[src/rtl/laser_frame_rx.sv]
// laser_frame_rx: recovers one packet frame (start bit, PKT_LENGTH data bits
// MSB first, stop bit) from the raw photodiode line. Start glitches are
// rejected, every bit is a 3-sample majority vote around mid-bit, and a low
// stop bit is reported as a framing error instead of a packet.
module laser_frame_rx #(
   parameter int CLK_PER_BIT = 13540,
   parameter int PKT_LENGTH  = 288
) (
   input  logic                  clk,
   input  logic                  rst_n,
   input  logic                  rx,
   output logic [PKT_LENGTH-1:0] data,
   output logic                  new_data,
   output logic                  frame_err,
   output logic                  busy,
   output logic [15:0]           pkt_count
);

   localparam int M     = CLK_PER_BIT / 2;
   localparam int CNT_W = $clog2(CLK_PER_BIT);
   localparam int IDX_W = (PKT_LENGTH > 1) ? $clog2(PKT_LENGTH) : 1;

   // Sample points around mid-bit; the decision is taken on the third one.
   localparam logic [CNT_W-1:0] CNT_S0   = CNT_W'(M - 1);
   localparam logic [CNT_W-1:0] CNT_S1   = CNT_W'(M);
   localparam logic [CNT_W-1:0] CNT_DEC  = CNT_W'(M + 1);
   localparam logic [CNT_W-1:0] CNT_LAST = CNT_W'(CLK_PER_BIT - 1);
   localparam logic [CNT_W-1:0] CNT_ONE  = CNT_W'(1);
   localparam logic [IDX_W-1:0] IDX_LAST = IDX_W'(PKT_LENGTH - 1);
   localparam logic [IDX_W-1:0] IDX_ONE  = IDX_W'(1);

   typedef enum logic [2:0] {
      IDLE,
      START,
      DATA,
      STOP,
      WAIT_IDLE
   } state_t;

   state_t                state;
   logic                  rx_meta;
   logic                  rx_s;
   logic                  rx_d;
   logic [CNT_W-1:0]      cnt;
   logic [IDX_W-1:0]      bit_idx;
   logic                  smp_a;
   logic                  smp_b;
   logic                  vote;
   logic [PKT_LENGTH-1:0] shreg;

   function automatic logic maj3(input logic a, input logic b, input logic c);
      return (a & b) | (a & c) | (b & c);
   endfunction

   // The third sample is taken live on the decision edge.
   assign vote = maj3(smp_a, smp_b, rx_s);
   assign busy = (state != IDLE);

   // Two-flop synchronizer plus one history flop; all idle-high out of reset
   // so releasing reset can never look like a start edge.
   always_ff @(posedge clk or negedge rst_n) begin
      if (!rst_n) begin
         rx_meta <= 1'b1;
         rx_s    <= 1'b1;
         rx_d    <= 1'b1;
      end else begin
         rx_meta <= rx;
         rx_s    <= rx_meta;
         rx_d    <= rx_s;
      end
   end

   // Capture the first two mid-bit samples of the current bit period.
   always_ff @(posedge clk) begin
      if (cnt == CNT_S0) smp_a <= rx_s;
      if (cnt == CNT_S1) smp_b <= rx_s;
   end

   // Shift each voted data bit in at the LSB so the first bit ends at the MSB.
   always_ff @(posedge clk) begin
      if (state == DATA && cnt == CNT_DEC) begin
         shreg <= {shreg[PKT_LENGTH-2:0], vote};
      end
   end

   // Frame state machine with registered packet, pulse and counter outputs.
   always_ff @(posedge clk or negedge rst_n) begin
      if (!rst_n) begin
         state     <= IDLE;
         cnt       <= '0;
         bit_idx   <= '0;
         data      <= '0;
         new_data  <= 1'b0;
         frame_err <= 1'b0;
         pkt_count <= '0;
      end else begin
         new_data  <= 1'b0;
         frame_err <= 1'b0;
         case (state)
            IDLE: begin
               if (rx_d && !rx_s) begin
                  state <= START;
                  cnt   <= '0;
               end
            end
            START: begin
               if (cnt == CNT_DEC && vote) begin
                  // Line went back high before mid-start: treat as a glitch.
                  state <= IDLE;
               end else if (cnt == CNT_LAST) begin
                  state   <= DATA;
                  cnt     <= '0;
                  bit_idx <= '0;
               end else begin
                  cnt <= cnt + CNT_ONE;
               end
            end
            DATA: begin
               if (cnt == CNT_LAST) begin
                  cnt <= '0;
                  if (bit_idx == IDX_LAST) begin
                     state <= STOP;
                  end else begin
                     bit_idx <= bit_idx + IDX_ONE;
                  end
               end else begin
                  cnt <= cnt + CNT_ONE;
               end
            end
            STOP: begin
               // Leave at mid-stop so a back-to-back start edge is not missed.
               if (cnt == CNT_DEC) begin
                  if (vote) begin
                     data      <= shreg;
                     new_data  <= 1'b1;
                     pkt_count <= pkt_count + 16'd1;
                     state     <= IDLE;
                  end else begin
                     frame_err <= 1'b1;
                     state     <= WAIT_IDLE;
                  end
               end else begin
                  cnt <= cnt + CNT_ONE;
               end
            end
            WAIT_IDLE: begin
               // Hold off edge detection until the line has recovered high.
               if (rx_s) state <= IDLE;
            end
            default: state <= IDLE;
         endcase
      end
   end

endmodule

[config.mk]
export PLATFORM = sky130hd
export DESIGN_NAME = laser_frame_rx
export DESIGN_NICKNAME = d
export VERILOG_FILES = /design/src/rtl/laser_frame_rx.sv
export SDC_FILE = /design/constraint.sdc
export NUM_CORES = 1
export LEC_CHECK = 0
export CELL_PAD_IN_SITES_DETAIL_PLACEMENT = 0
export CELL_PAD_IN_SITES_GLOBAL_PLACEMENT = 2
export CORE_MARGIN = 2
export CORE_UTILIZATION = 37
export CTS_CLUSTER_DIAMETER = 50
export DETAILED_ROUTE_END_ITERATION = 10
export GPL_TIMING_DRIVEN = 0
export PLACE_DENSITY_LB_ADDON = 0.25
export SLEW_MARGIN = 25
export SYNTH_ARGS = -nofsm -noshare
export SYNTH_HDL_FRONTEND = slang
export SYNTH_SLANG_ARGS = --single-unit
[constraint.sdc]
create_clock -name clk -period 23 [get_ports clk]
set_input_delay 4.6 -clock clk [delete_from_list [all_inputs] [get_ports clk]]
set_output_delay 4.6 -clock clk [all_outputs]
set_load 0.03 [all_outputs]
# Word-level counts from Yosys, hierarchy flattened
# Index checks and enable logic that the tools add are counted.
# op_classes
n_addsub,3
n_mul,0
div_mod_pow,0
order_cmp,0
n_eq_ne,19
shifts,0
muxes,25
n_bitwise,5
reduce_logical,12
# op_table
operator,n
$mux 14,4
$pmux 14 s4,1
$eq 14x13->1 const B,3
$mux 9,4
$mux 3,8
$pmux 9 s2,1
$add 16x1->16 const B,1
$pmux 3 s5,1
$add 14x1->14 const B,1
$eq 14x14->1 const B,1
$ne 2x2->1 const B,7
$add 9x1->9 const B,1
$eq 9x9->1 const B,1
$eq 3x2->1 const B,2
$mux 1,6
$reduce_and 6->1,1
$reduce_and 5->1,1
$ne 2x1->1 const B,2
$reduce_and 4->1,1
$reduce_bool 4->1,1
$and 1x1->1,3
$eq 3x1->1 const B,1
$eq 3x3->1 const B,1
$logic_and 1x1->1,3
other kinds (7),8
# totals
regBits,625
latch_bits,0
mem_bits_rw,0
romBits,0
in_bits,3
out_inout_bits,307
word_cells,77
mem_count,0

# Logic depth before layout (Yosys ltp)
# logic_depth
word_depth,6
depth_mapped,9
mapped_depth_nobuf,6

# Least setup slack after synthesis
# No wires, ideal clock.
# synth_timing
kind,register to register
from,reg cnt[3]
to,"reg shreg[0], enable pin"
setup_time_ps,943
arrival_ps,13347
t_required_ps,22057
path_slack_ps,8710
stages_incl_launch_ff,5
path_buffers,0
period_less_slack_ps,14290
path_cell_list,dfrtp_1 -> or3_4 -> nor4_4 -> nand2_1 -> nor2_1
# synth_between
elab_chain_len,2
# synth_rtl
item,line_no,text
start: declaration,44,logic [CNT_W-1:0] cnt;
start signal: assignment,115,cnt <= cnt + CNT_ONE;
start signal: assignment,127,cnt <= cnt + CNT_ONE;
start signal: assignment,143,cnt <= cnt + CNT_ONE;
$eq 14x13->1,81,if (state == DATA && cnt == CNT_DEC) begin
$logic_and 1x1->1,81,
end signal: assignment,82,"shreg <= {shreg[PKT_LENGTH-2:0], vote};"
end: declaration,49,logic [PKT_LENGTH-1:0] shreg;
# No other way between the ends.
# A chain may end at the register's enable or synchronous reset.

# Worst setup path in the final report
# layout_timing
from,reg state[2]
to,out busy
# layout_between
elab_chain_len,1
# layout_rtl
item,line_no,text
start: declaration,40,state_t state;
start signal: assignment,89,state <= IDLE;
start signal: assignment,102,state <= START;
start signal: assignment,109,state <= IDLE;
$reduce_bool 3->1,57,assign busy = (state != IDLE);
end: declaration,15,"output logic busy,"
# No other way between the ends.

==> results.toml <==
[floorplanning]
row_count = 89
start_util_pct = 37.4
fp.dieH_um = 248
die_area_um2 = 61500
core_area_um2 = 58900
fp.dieW_um = 248
pin_count = 310

[timing]
tns_ps = 0
rsz0062_at_grt = "false"
setup_violations = 0
slew_viol_final = 0
tightest_slew_ps = 832
hold_viol = 0
finalCriticalPeriod_ps = 6830
max_freq_ghz = 0.146
fin_skew_ps = 15.1
slew-limit-headroom_pct = 44.5
final.period_utilization_pct = 29.7

[detailed_routing]
drc = 0
ant_nets = 0
wl_um = 51200
drt_iter0_drc = 689
first_pass_iters = 5
via_per_inst = 4.61
wl_per_cell_um = 17.1
via_count = 13800

[yosys]
yosys_warnings = 0
syn_area_um2 = 22000
synthArstFlopShare_pct = 53.6
synth_fa_ha_area_share_pct = 0.330
synth_nets = 1778
ys.flop_type = "dfrtp_1"
synth-compound-area-share_pct = 1.88
ys_types = 54
yosys.area.top_type_share_pct = 39.6
synth-edff-count = 290
synth_xor_area_share_pct = 0.597
synth_area_leaders = "edfxtp_1 (40%), dfrtp_1 (38%), nand2_1 (15%)"
synth-simple-area-share_pct = 17.7
synth_cells = 1770
synth_top_area_cell = "edfxtp_1"
seq_area_frac_synth_pct = 77.7
synth_seq_cells = 625
synth_area_per_cell_um2 = 12.4
synth_top_family_by_area = "simple AND/OR/NAND/NOR gates"
synth.mux.area_fraction_pct = 0.142

[run_status]
status = "finished clean"

[power]
irDropWorstVdd_v = 0.0000642
powerDensity_nw_per_um2 = 80.8
p_leak_nw = 11.9

[critical_path]
crit_path_end_kind = "output pin"
startpoint_type = "flop"
r2r-start = "cnt[3]"
rr_worst_depth = 9
worstPathMaxFanout = 10
worstPathRequired_ps = 18400
critPathKind = "reg -> out"
crit_start = "state[2]"
critPathArrivalTime_ps = 2230

[final_layout]
fin_cells = 2998
area_growth_pct = 30.6
fin_nets = 2177
diodes = 0
layout-drive-gt1-share_pct = 8.00

[global_route]
grt_pass1_vias = 14200
grt-ovfl-total = 0
antenna_found_initial = 0
grt_max_degree = 86
grt_usage_pct = 17.0
grt_pass1_wl_um = 80800

[clock_network]
clockBufferDepth = 3
cts_buffers = 71
clock_sinks = 625
clk-insertion-delay-late_ps = 600
postCtsHoldBufs = 0
cts_resized = 0
path_clk_slew_ps = 50
h-tree-depth = 3
cts_tree = "done"
postCtsSetupBuffers = 0
cts_root_buffer = "clkbuf_16"

[worst_hold_path]
hp-class = "reg -> reg"
hold_start = "rx_meta"
hold_path_depth = 0

[placed_design]
routabilityCongestion = 0.758
placedCellCount = 2869
port_buffers = 309
dpl.hpwl_um = 34100

[run]
drv_cap = 0
==> layer usage <==
layer | vias up | part of all wire, % | GRT usage, %
met5 | - | 0 | 0
met4 | 0 | 2.3 | 5.72
met3 | 72 | 8.1 | 5.81
met2 | 296 | 45 | 25.5
met1 | 6850 | 45 | 23.0
li1 | 6604 | - | -
==> worst paths after layout <==
| path | end | slack [ps] |
|---|---|---|
| worst max-delay path | busy | 16170 |
| worst min-delay path | rx_s | 360 |
| worst max register to register | shreg[167] | 19560 |
| worst min register to register | rx_s | 360 |
| max in group asynchronous | data[248] | 17890 |
| min in group asynchronous | data[59] | 3910 |
==> layout make-up <==
class,instances,area [um2]
clock buffers,98,1930
plain buffers,73,328
well taps,773,967
repair buffers,326,3520
flip-flops and latches,625,17100
inverters,10,37.5
multi-input cells,1062,4560
clock inverters,31,305
fillers,5340,30200
==> flip-flops by register name, indices dropped and copies added, names as in the netlist <==
signal and cells:
cnt 14, bit_idx 9, smp_a 1, new_data 1
smp_b 1, rx_meta 1, shreg 288, frame_err 1
data 288, rx_s 1, state 3, pkt_count 16
rx_d 1
==> logic make-up after synthesis <==
family,Yosys count
buffers and inverters,83
AO/OA/AOI/OAI,58
flip-flops,625
multiplexers,3
adder cells (fa/ha/maj),6
AND/OR/NAND/NOR,980
XOR/XNOR,15
==> critical path, stage by stage (launching register included) <==
cell and delay [ps]:
dfrtp_1 330, clkbuf_1 330, inv_1 190, nand2_1 110
clkdlybuf4s50_1 680
==> through the flow <==
step	util [%]	setup slack (ps)	instance area [um2]	power [mW]	hold slack (ps)
after floorplan	-	8710	22000	1.23	345
after detailed placement	45.0	16730	26500	1.26	353
after global placement	44.3	1490	26100	1.25	346
after CTS	48.8	16070	28700	2.36	361
after global routing	48.8	15960	28700	2.41	366
final	48.8	16170	28700	2.32	359
==> cells in the mapped netlist, drive strengths merged (2+ instances only) <==
library cell  count
o21ai            17
and3              7
edfxtp          290
xnor2             6
nor2             18
clkbuf           36
nand3            14
nand2           895
inv              10
nor3              7
nor3b             2
a32o              2
a21oi             6
and2              2
xor2              9
nor4              8
a31oi             2
nand3b            2
buf              37
mux2i             2
a21o              6
ha                5
nand2b            4
a22o              9
dfrtp           332
nand4             8
o41ai             3
o31ai             4
dfstp             3
a31o              2
nor2b             6
o21a              2
==> report_power, final <==
group / leakage, nW / internal, mW / switching, mW
registers: 6.45 / 1.17 / 0.00338
logic: 4.38 / 0.0215 / 0.0424
clock network: 1.09 / 0.637 / 0.451
==> placed cells by master, fill, tap and decap left out, types with 5 or more instances in the layout <==
cell / count
nand4_1: 8
o21ai_0: 15
buf_16: 11
clkdlybuf4s50_1: 308
dfrtp_1: 332
nor2b_1: 6
nand3_1: 13
xnor2_1: 6
buf_12: 6
nand2_1: 895
a21o_1: 6
buf_2: 34
clkbuf_1: 58
nor2_1: 16
nor3_1: 5
a21oi_1: 6
and3_1: 7
nor4_1: 6
a22o_1: 9
inv_1: 9
xor2_1: 9
clkbuf_8: 5
clkbuf_16: 71
inv_6: 8
ha_1: 5
clkinv_2: 8
edfxtp_1: 290
Note: power is estimated with default switching activity, not from simulation.
